<file path="config.mk">
export PLATFORM = sky130hd
export DESIGN_NAME = fb_rect_fill
export DESIGN_NICKNAME = d
export VERILOG_FILES = /design/src/rtl/fb_pkg.sv /design/src/rtl/fb_rect_clip.sv /design/src/rtl/fb_rect_fill.sv
export SDC_FILE = /design/constraint.sdc
export NUM_CORES = 1
export LEC_CHECK = 0
export ABC_AREA = 1
export BUFFER_PORTS_ARGS = -buffer_cell sky130_fd_sc_hd__buf_4
export CELL_PAD_IN_SITES_DETAIL_PLACEMENT = 0
export CELL_PAD_IN_SITES_GLOBAL_PLACEMENT = 1
export CORE_MARGIN = 2
export CORE_UTILIZATION = 41
export DETAILED_ROUTE_END_ITERATION = 10
export PLACE_DENSITY = 0.92
export RECOVER_POWER = 25
export SYNTH_ARGS = -nofsm -noshare
export SYNTH_HDL_FRONTEND = slang
export SYNTH_SLANG_ARGS = --single-unit
export TNS_END_PERCENT = 5
</file>
<file path="constraint.sdc">
create_clock -name clock -period 3.45 [get_ports clock]
set_input_delay 1.035 -clock clock [delete_from_list [all_inputs] [get_ports clock]]
set_output_delay 1.035 -clock clock [all_outputs]
set_load 0.1 [all_outputs]
</file>
<file path="src/rtl/fb_pkg.sv">
// Shared framebuffer geometry, RGB565 colour constants and fill-engine state encoding.
package fb_pkg;

    localparam int unsigned H_RES  = 320;
    localparam int unsigned V_RES  = 240;
    localparam int unsigned ADDR_W = 17;
    localparam int unsigned DATA_W = 16;

    localparam logic [DATA_W-1:0] BLACK = 16'h0000;
    localparam logic [DATA_W-1:0] RED   = 16'hF800;
    localparam logic [DATA_W-1:0] GREEN = 16'h07E0;
    localparam logic [DATA_W-1:0] BLUE  = 16'h001F;
    localparam logic [DATA_W-1:0] WHITE = 16'hFFFF;

    typedef enum logic [1:0] {
        IDLE   = 2'd0,
        SETUP  = 2'd1,
        WRITE  = 2'd2,
        FINISH = 2'd3
    } state_e;

endpackage

</file>
<file path="src/rtl/fb_rect_clip.sv">
// Combinational clip of a rectangle to the screen plus the first row's base address.
module fb_rect_clip
    import fb_pkg::*;
(
    input  logic [9:0]        x,
    input  logic [8:0]        y,
    input  logic [9:0]        w,
    input  logic [8:0]        h,
    output logic [10:0]       x_end,
    output logic [9:0]        y_end,
    output logic [ADDR_W-1:0] row_base,
    output logic              empty
);

    localparam logic [10:0]       H_LIM = 11'(H_RES);
    localparam logic [9:0]        V_LIM = 10'(V_RES);
    localparam logic [ADDR_W-1:0] H_ROW = ADDR_W'(H_RES);

    logic [10:0] x_sum;
    logic [9:0]  y_sum;

    // Sums are one bit wider than the operands so the clip compare never wraps.
    always_comb begin
        x_sum    = {1'b0, x} + {1'b0, w};
        y_sum    = {1'b0, y} + {1'b0, h};
        x_end    = (x_sum > H_LIM) ? H_LIM : x_sum;
        y_end    = (y_sum > V_LIM) ? V_LIM : y_sum;
        row_base = ADDR_W'(y) * H_ROW;
        empty    = (w == '0) || (h == '0) || ({1'b0, x} >= H_LIM) || ({1'b0, y} >= V_LIM);
    end

endmodule

</file>
<file path="src/rtl/fb_rect_fill.sv">
// Rectangle fill engine: one command per handshake, clipped raster-order Avalon-MM pixel writes.
module fb_rect_fill
    import fb_pkg::*;
(
    input  logic              clock,
    input  logic              reset,
    input  logic              cmd_valid,
    output logic              cmd_ready,
    input  logic [9:0]        cmd_x,
    input  logic [8:0]        cmd_y,
    input  logic [9:0]        cmd_w,
    input  logic [8:0]        cmd_h,
    input  logic [15:0]       cmd_color,
    output logic [ADDR_W-1:0] avm_address,
    output logic [DATA_W-1:0] avm_writedata,
    output logic              avm_write,
    output logic              avm_chipselect,
    input  logic              avm_waitrequest,
    output logic              busy,
    output logic              done
);

    localparam logic [ADDR_W-1:0] H_ROW = ADDR_W'(H_RES);

    state_e              state;
    logic [9:0]          lx;
    logic [8:0]          ly;
    logic [9:0]          lw;
    logic [8:0]          lh;
    logic [DATA_W-1:0]   color;

    logic [10:0]         x_end;
    logic [9:0]          y_end;
    logic [9:0]          cur_x;
    logic [8:0]          cur_y;
    logic [ADDR_W-1:0]   row_base;

    logic [10:0]         clip_x_end;
    logic [9:0]          clip_y_end;
    logic [ADDR_W-1:0]   clip_row_base;
    logic                clip_empty;

    logic                accept;
    logic                last_col;
    logic                last_row;

    fb_rect_clip u_clip (
        .x        (lx),
        .y        (ly),
        .w        (lw),
        .h        (lh),
        .x_end    (clip_x_end),
        .y_end    (clip_y_end),
        .row_base (clip_row_base),
        .empty    (clip_empty)
    );

    always_comb begin
        cmd_ready      = (state == IDLE);
        busy           = (state != IDLE);
        done           = (state == FINISH);
        avm_write      = (state == WRITE);
        avm_chipselect = avm_write;
        avm_writedata  = color;
        avm_address    = row_base + ADDR_W'(cur_x);
        accept         = avm_write && !avm_waitrequest;
        last_col       = (({1'b0, cur_x} + 11'd1) == x_end);
        last_row       = (({1'b0, cur_y} + 10'd1) == y_end);
    end

    always_ff @(posedge clock) begin
        if (reset) begin
            state    <= IDLE;
            lx       <= '0;
            ly       <= '0;
            lw       <= '0;
            lh       <= '0;
            color    <= '0;
            x_end    <= '0;
            y_end    <= '0;
            cur_x    <= '0;
            cur_y    <= '0;
            row_base <= '0;
        end else begin
            case (state)
                IDLE: begin
                    if (cmd_valid) begin
                        lx    <= cmd_x;
                        ly    <= cmd_y;
                        lw    <= cmd_w;
                        lh    <= cmd_h;
                        color <= cmd_color;
                        state <= SETUP;
                    end
                end
                SETUP: begin
                    x_end    <= clip_x_end;
                    y_end    <= clip_y_end;
                    row_base <= clip_row_base;
                    cur_x    <= lx;
                    cur_y    <= ly;
                    state    <= clip_empty ? FINISH : WRITE;
                end
                WRITE: begin
                    // Row wrap steps the base by one stride; no multiply inside the loop.
                    if (accept) begin
                        if (last_col) begin
                            cur_x    <= lx;
                            cur_y    <= cur_y + 9'd1;
                            row_base <= row_base + H_ROW;
                            if (last_row) begin
                                state <= FINISH;
                            end
                        end else begin
                            cur_x <= cur_x + 10'd1;
                        end
                    end
                end
                FINISH: begin
                    state <= IDLE;
                end
                default: begin
                    state <= IDLE;
                end
            endcase
        end
    end

endmodule

</file>
; Yosys cells after proc, flatten, opt, wreduce, memory -nomap -nowiden
; Cells that the tools add are included.
; Widths: inputs -> output; s select.
[classes]
n_mul = 1
n_mux = 17
n_addsub = 8
n_reduce_logical = 14
eq_ne = 9
n_lt_le_gt_ge = 4
[op_table]
columns = op, n
row1 = $mux 17, 2
row2 = $pmux 17 s2, 1
row3 = $mux 10, 3
row4 = $pmux 10 s2, 1
row5 = $mux 9, 2
row6 = $pmux 9 s2, 1
row7 = $add 17x10->17, 1
row8 = $add 17x9->17 const B, 1
row9 = $add 10x1->11 const B, 1
row10 = $add 10x10->11, 1
row11 = $eq 11x11->1, 1
row12 = $gt 11x9->1 const B, 1
row13 = $mul 9x3->11 const B, 1
row14 = $mux 11, 1
row15 = $add 10x1->10 const B, 1
row16 = $add 9x1->10 const B, 1
row17 = $add 9x9->10, 1
row18 = $eq 10x10->1, 1
row19 = $ge 10x9->1 const B, 1
row20 = $gt 10x8->1 const B, 1
row21 = $logic_not 10->1, 1
row22 = $add 9x1->9 const B, 1
row23 = $ge 9x8->1 const B, 1
row24 = $logic_not 9->1, 1
row25 = other kinds (15), 25
[totals]
input_bits = 58
elab_cells = 64
regBits = 113
out_inout_bits = 38

; Depth between registers and ports, before layout
; Gate-level depths: netlist of the first run.
[depth]
depth_word = 6
mapped_depth = 16
mapped_depth_nobuf = 15

; Hierarchy
; A second synthesis of the first run with hierarchy kept.
[hier_totals]
hier_cells = 1134
area_unflattened_um2 = 7492.2
[by_module_without_submodules]
columns = mod, seq_area_each_um2, n_inst, area_per_inst_um2, cells_each
row1 = fb_rect_fill, 2262.2, 1, 5840.6, 866
row2 = fb_rect_clip, 0.0, 1, 1651.6, 268

; Least setup slack after synthesis of the first run
; No wires, ideal clock.
[synth_timing]
path_kind = register -> output
startpoint = register row_base[7]
endpoint = output avm_address[16]
arrival_time_ns = 3.022
required_time_ns = 2.415
path_buffers = 0
path_stages_with_launch = 10
setup_slack_ns = -0.607
cell_sequence = dfxtp_1 ha_1 a21o_1 a21oi_1 o21bai_1 nand2_1 nor2_1 nand3_1 nor2_1 xor2_1
[synth_between]
elab_chain_len = 1
[synth_rtl]
columns = item, line
row1 = "start, declared", fb_rect_fill.sv:36  ; logic [ADDR_W-1:0] row_base;
row2 = "start signal, assigned", fb_rect_fill.sv:99  ; row_base <= clip_row_base;
row3 = "start signal, assigned", fb_rect_fill.sv:110  ; row_base <= row_base + H_ROW;
row4 = $add 17x10->17, fb_rect_fill.sv:65  ; avm_address = row_base + ADDR_W'(cur_x);
row5 = "end, declared", fb_rect_fill.sv:14  ; output logic [ADDR_W-1:0] avm_address,
; Every way passes these cells.

; Worst setup path after layout of the first run
; Ends and elaborated chain as after synthesis.

==> flow_summary.yaml, run 1 <==
power_and_ir_drop:
  p_leak_nw: 3.812
  p_total_mw: 8.007
  p_int_mw: 3.628
  seqPwrFrac_pct: 25.7
  p_sw_share_pct: 54.69
  p_clk_share_pct: 13.4
  power_frac_comb_pct: 60.9
  p_sw_mw: 4.379
  vdd_drop_max_mv: 0.5485
  powerDensity_mw_per_mm2: 999.0
routing:
  drt_wl_total_mm: 17.43
  first_pass_iters: 5
  vias_per_cell: 4.929
  num_vias: 6556
  drt_iter0_markers: 314
  antenna_left: 0
  wl_per_cell_um: 13.10
  drc: 0
synthesis:
  synth_ff_type: "dfxtp_1"
  synth_seq_cells: 107
  synthesis.instances: 1030
  synth-xor-area-share_pct: 3.632
  synth_common_cells: "216 x nand2_1, 173 x nor2_1, 107 x dfxtp_1"
  synth_compound_area_share_pct: 15.07
  yosys.area_share.simple_pct: 30.93
  synth_async_sr_flop_share_pct: 0
  syn_area_per_cell_um2: 6.555
  syn-cell-area_mm2: 0.006751
  synth_top_family_by_area: "simple AND/OR/NAND/NOR gates"
  muxShareOfSynthArea_pct: 0.4448
  synthAdderAreaFrac_pct: 9.044
  synth-warning-count: 0
  synth_area_leader_cell: "dfxtp_1"
  synth_edf_count: 0
  syn_nets: 1135
  synth_top_area_share_pct: 31.73
  yosysSeqAreaShare_pct: 31.73
  synth_most_common_cell: "nand2_1"
  synth_area_leaders: "dfxtp_1 32%, nand2_1 12%, nor2_1 9.6%, ha_1 8.2%, o21ai_0 7.0%"
  synth_cell_type_count: 37
clocking:
  tritoncts: "yes"
  path_clk_slew_ps: 70
  clock_latency_ps: 360
  cts_buffer_depth: 2
  htree_levels: 3
  clock_sinks: 107
  clockRootBuffer: "clkbuf_16"
  cts_buffers: 9
hold_path:
  hold_path.class: "flop to flop"
grt:
  grt_max_degree: 47
  grt_overflow: 0
  grt_pass1_wl_mm: 28.88
  grt_pass1_vias: 6137
  track_usage_pct: 20.03
  antenna_found_initial: 0
placement:
  routabilityCongestion: 0.8365
  dpl.hpwl_mm: 13.24
  portBuffers: 95
  place_area_mm2: 0.007680
sta:
  finalCritPeriodShare_pct: 96.11
  max_freq_mhz: 301.6
  fin_skew_ps: 5.853
  tightest_slew_ps: 1331
  fin_crit_ps: 3316
  maxSlewViolCount: 0
  hold_viol: 0
  setup_viol: 0
  maxSlewHeadroom_pct: 11.19
layout:
  area_growth_pct: 18.72
  drive_above_1_share_pct: 13.38
  insertedDiodeCount: 0
  final_util_pct: 50.09
  multi_input_area_mm2: 0.004068
  finish.net_count: 1214
  fillers: 1719
  fin_area_mm2: 0.008015
  seq_area_mm2: 0.002147
critical_path:
  worstPathMaxFanout: 4
  end_kind: "primary output"
  cp.arrival_ps: 2280
  path_class: "flop to primary output"
  critPathRequiredTime_ps: 2410
  cp-start-kind: "flop"
status:
  run_status: "completed"
floorplanning:
  die_w_um: 132.3
  ioPinCount: 96
  initial_core_util_pct: 42.20
  rows: 46
  die-area_mm2: 0.01751
  core_mm2: 0.01600
  dieHeight_um: 132.3
run:
  cap_violations: 0
==> power by group through the flow <==
stage	combinational (mW)	clock [mW]	sequential, mW
2_1_floorplan	3.66	0	2.25
3_3_place_gp	4.82	0	2.06
3_5_place_dp	4.85	0	2.08
4_1_cts	4.89	1.10	2.05
5_1_grt	5.39	1.15	2.11
6_report	4.88	1.07	2.06
==> cells in the final DEF, fill, tap and decap left out, types with 2 or more instances in the layout <==
master and count:
clkbuf_1 17, ha_1 43, buf_12 2, xnor2_1 12, clkbuf_16 9, nand2_2 5
a21oi_2 11, clkinvlp_4 2, nor3_1 5, buf_4 93, xor2_2 3, o21ai_1 7
nand3b_1 3, nor2_2 2, inv_1 106, a21o_1 4, nor2_4 4, nand2_1 214
dfxtp_1 105, mux2i_1 3, nand3_2 2, o21bai_2 2, xor2_1 13, or2_2 3
o22ai_1 3, clkinv_1 2, clkinv_2 3, o21bai_1 3, o211ai_1 3, nor4_1 4
nand3_1 81, fa_1 3, o21ai_0 94, a31oi_1 2, a21oi_1 57, nor2_1 170
nand4_1 10
==> final cells by class <==
type,count,share of cell area [%]
Timing Repair Buffer,113,10.19
Tap cell,216,3.372
Sequential cell,107,26.79
Clock buffer,10,2.982
Inverter,109,5.120
Clock inverter,6,0.7961
Multi-Input combinational cell,769,50.75
==> cells by family (layout without fill, tap and decap cells) <==
family	count (synthesis)	after routing
simple gates	504	504
compound gates	187	187
buf+inv	154	238
flops	107	107
fa+ha+maj	47	47
xor+xnor	28	28
mux	3	3
==> per-stage QoR <==
stage          setup slack (ps)  setup TNS [ps]  hold WS [ps]  cells
3_3_place_gp              232.4               0         445.5   1311
3_5_place_dp              189.1               0         451.5   1311
5_1_grt                  -25.88          -36.11         487.1   1330
4_1_cts                   10.62               0         463.6   1328
6_report                  134.1               0         457.8   1330
2_1_floorplan            -353.2           -1068         430.3   1030
==> worst max-delay path: stages, from the launching register on <==
cell      delay [ps]
dfxtp_4          370
ha_4             260
a21o_1           150
a21oi_2           80
o21bai_2         170
nand2_2          100
nor2_4           130
nand3_2          100
nor2_4           160
xor2_2           210
buf_12           200
==> path summary, 6_finish.rpt <==
path,from,endpoint,slack (ps),depth (start not counted)
setup / recovery,row_base[7],avm_address[16],130,10
hold / removal,x_end[10],x_end[10],460,2
setup reg to reg,cur_x[0],row_base[11],790,14
hold reg to reg,x_end[10],x_end[10],460,2
==> repair_timing <==
item / CTS / global route
setup buffers: 1 / 2
cloned: 0 / 0
gates resized for setup: 4 / 14
pin swaps: 1 / 7
hold buffers: 0 / 0
endpoints found under the setup margin: 5 / 5
==> metal layers <==
metal  up-vias  GRT usage (%)  wire (um)
li1       3488              -          -
met5         -              0          0
met1      2942          26.19       8544
met4         0          5.854        213
met3        12          3.460        654
met2       114          33.88       8016
==> flip-flops by register name, indices dropped and copies added (netlist names) <==
name and cells:
state 2, ly 9, y_end 10, cur_x 10, row_base 11, cur_y 9
lw 10, x_end 11, lx 10, avm_writedata 16, lh 9
(Power assumes the default switching activity.)
==> run 2, diff against run 1 <==
--- a/config.mk
+++ b/config.mk
@@ -7,7 +7,7 @@
 export LEC_CHECK = 0
 export ABC_AREA = 1
 export BUFFER_PORTS_ARGS = -buffer_cell sky130_fd_sc_hd__buf_4
-export CELL_PAD_IN_SITES_DETAIL_PLACEMENT = 0
+export CELL_PAD_IN_SITES_DETAIL_PLACEMENT = 1
 export CELL_PAD_IN_SITES_GLOBAL_PLACEMENT = 1
 export CORE_MARGIN = 2
 export CORE_UTILIZATION = 41
==> flow_summary.yaml, run 2 (synthesis gave the netlist of run 1 again) <==
status:
  run_status: "completed"
clocking:
  htree_levels: 3
  path_clk_slew_ps: 70
  cts_buffers: 9
  clock_latency_ps: 360
  clockRootBuffer: "clkbuf_16"
  cts_hold_buf: 0
  clock_sinks: 107
  tritoncts: "yes"
  cts_buffer_depth: 2
routing:
  drt_iter0_markers: 310
  vias_per_cell: 5.278
  wl_per_cell_um: 16.17
  first_pass_iters: 5
  num_vias: 7009
  antenna_left: 0
  drt_wl_total_mm: 21.47
  drc: 0
sta:
  hold_viol: 0
  maxSlewHeadroom_pct: 13.03
  maxSlewViolCount: 0
  max_freq_mhz: 299.4
  setup_viol: 0
  fin_skew_ps: 4.812
  fin_crit_ps: 3340
  finalCritPeriodShare_pct: 96.81
  tightest_slew_ps: 1303
  setup_slack_ps: 110.2
layout:
  mostFrequentLayoutCells: "215 x nand2_1, 170 x nor2_1, 106 x inv_1"
  largest_register_ff_count: 16
  fillers: 2183
  multi_input_area_mm2: 0.004054
  seq_area_mm2: 0.002145
  insertedDiodeCount: 0
  finish.net_count: 1212
  area_growth_pct: 18.31
  fin_area_mm2: 0.007988
  layout_commonest_cell: "nand2_1"
  drive_above_1_share_pct: 12.68
grt:
  grt_pass1_vias: 7273
  grt_max_degree: 47
  antenna_found_initial: 0
  grt_pass1_wl_mm: 34.89
  track_usage_pct: 24.36
  grt_overflow: 0
placement:
  place_area_mm2: 0.007680
  portBuffers: 95
  place_ws_ps: 140.2
  dpl.hpwl_mm: 15.70
  routabilityCongestion: 0.8365
floorplanning:
  core_mm2: 0.01600
  dieHeight_um: 132.3
  initial_core_util_pct: 42.20
  die_w_um: 132.3
  ioPinCount: 96
  die-area_mm2: 0.01751
  rows: 46
critical_path:
  cp-start-kind: "flop"
  path_class: "flop to primary output"
  worstPathMaxFanout: 4
  end_kind: "primary output"
  critPathRequiredTime_ps: 2410
  cp.arrival_ps: 2300
power_and_ir_drop:
  p_total_mw: 8.267
  vdd_drop_max_mv: 0.6875
  p_sw_mw: 4.581
  powerDensity_mw_per_mm2: 1035
  seqPwrFrac_pct: 25.2
  power_frac_comb_pct: 61.0
  p_int_mw: 3.687
  p_clk_share_pct: 13.9
  p_sw_share_pct: 55.41
  p_leak_nw: 3.803
run:
  cap_violations: 0
hold_path:
  hold_path.class: "flop to flop"
run 2: what timing repair did:
item                       4_1_cts  5_1_grt
pin swaps                        2        3
setup endpoints to repair        5        6
resized for setup                7        6
gates cloned                     0        0
buffers inserted                 1        0
run 2: final cells by class:
type / instances / area share (%)
tap: 216 / 3.383
inverter: 109 / 5.138
multi-input combinational: 769 / 50.75
timing repair buffer: 111 / 9.868
clock inverter: 4 / 0.9242
clock buffer: 12 / 3.086
sequential: 107 / 26.85
run 2: power by group through the flow:
stage          Combinational [mW]  Sequential, mW  Clock [mW]
3_5_place_dp                 4.97            2.09           0
4_1_cts                      5.08            2.07        1.16
3_3_place_gp                 4.82            2.06           0
2_1_floorplan                3.66            2.25           0
6_report                     5.04            2.08        1.15
5_1_grt                      5.51            2.13        1.20
run 2: metal layers:
metal,GRT usage (%),vias up,share of wire [%]
met5,0,-,0
met4,7.467,0,1.5
met3,3.691,24,4.0
met2,45.16,144,51
met1,28.76,3357,43
li1,-,3484,-
run 2: critical path, cell delays in order (launching register included):
cell	delay, ps
dfxtp_2	350
ha_4	280
a21o_1	150
a21oi_2	90
o21bai_2	140
nand2_1	110
nor2_2	170
nand3_2	100
nor2_4	140
xor2_2	200
buf_12	200
run 2: path summary, 6_finish.rpt:
| path | from | to | slack [ps] | depth (start not counted) |
|---|---|---|---|---|
| setup / recovery | row_base[7] | avm_address[16] | 110 | 10 |
| hold reg to reg | x_end[10] | x_end[10] | 460 | 2 |
| setup reg to reg | state[0] | row_base[11] | 750 | 10 |
| hold / removal | x_end[10] | x_end[10] | 460 | 2 |
run 2: metrics by stage:
stage               hold WS, ps  cells  setup TNS (ps)  utilization, %
CTS                       463.1   1328               0           50.25
finish                    462.5   1328               0           49.92
floorplan                 430.3   1030           -1068               -
global route              477.4   1328          -23.83           49.92
global placement          445.5   1311               0           48.00
detailed placement        448.3   1311               0           48.00
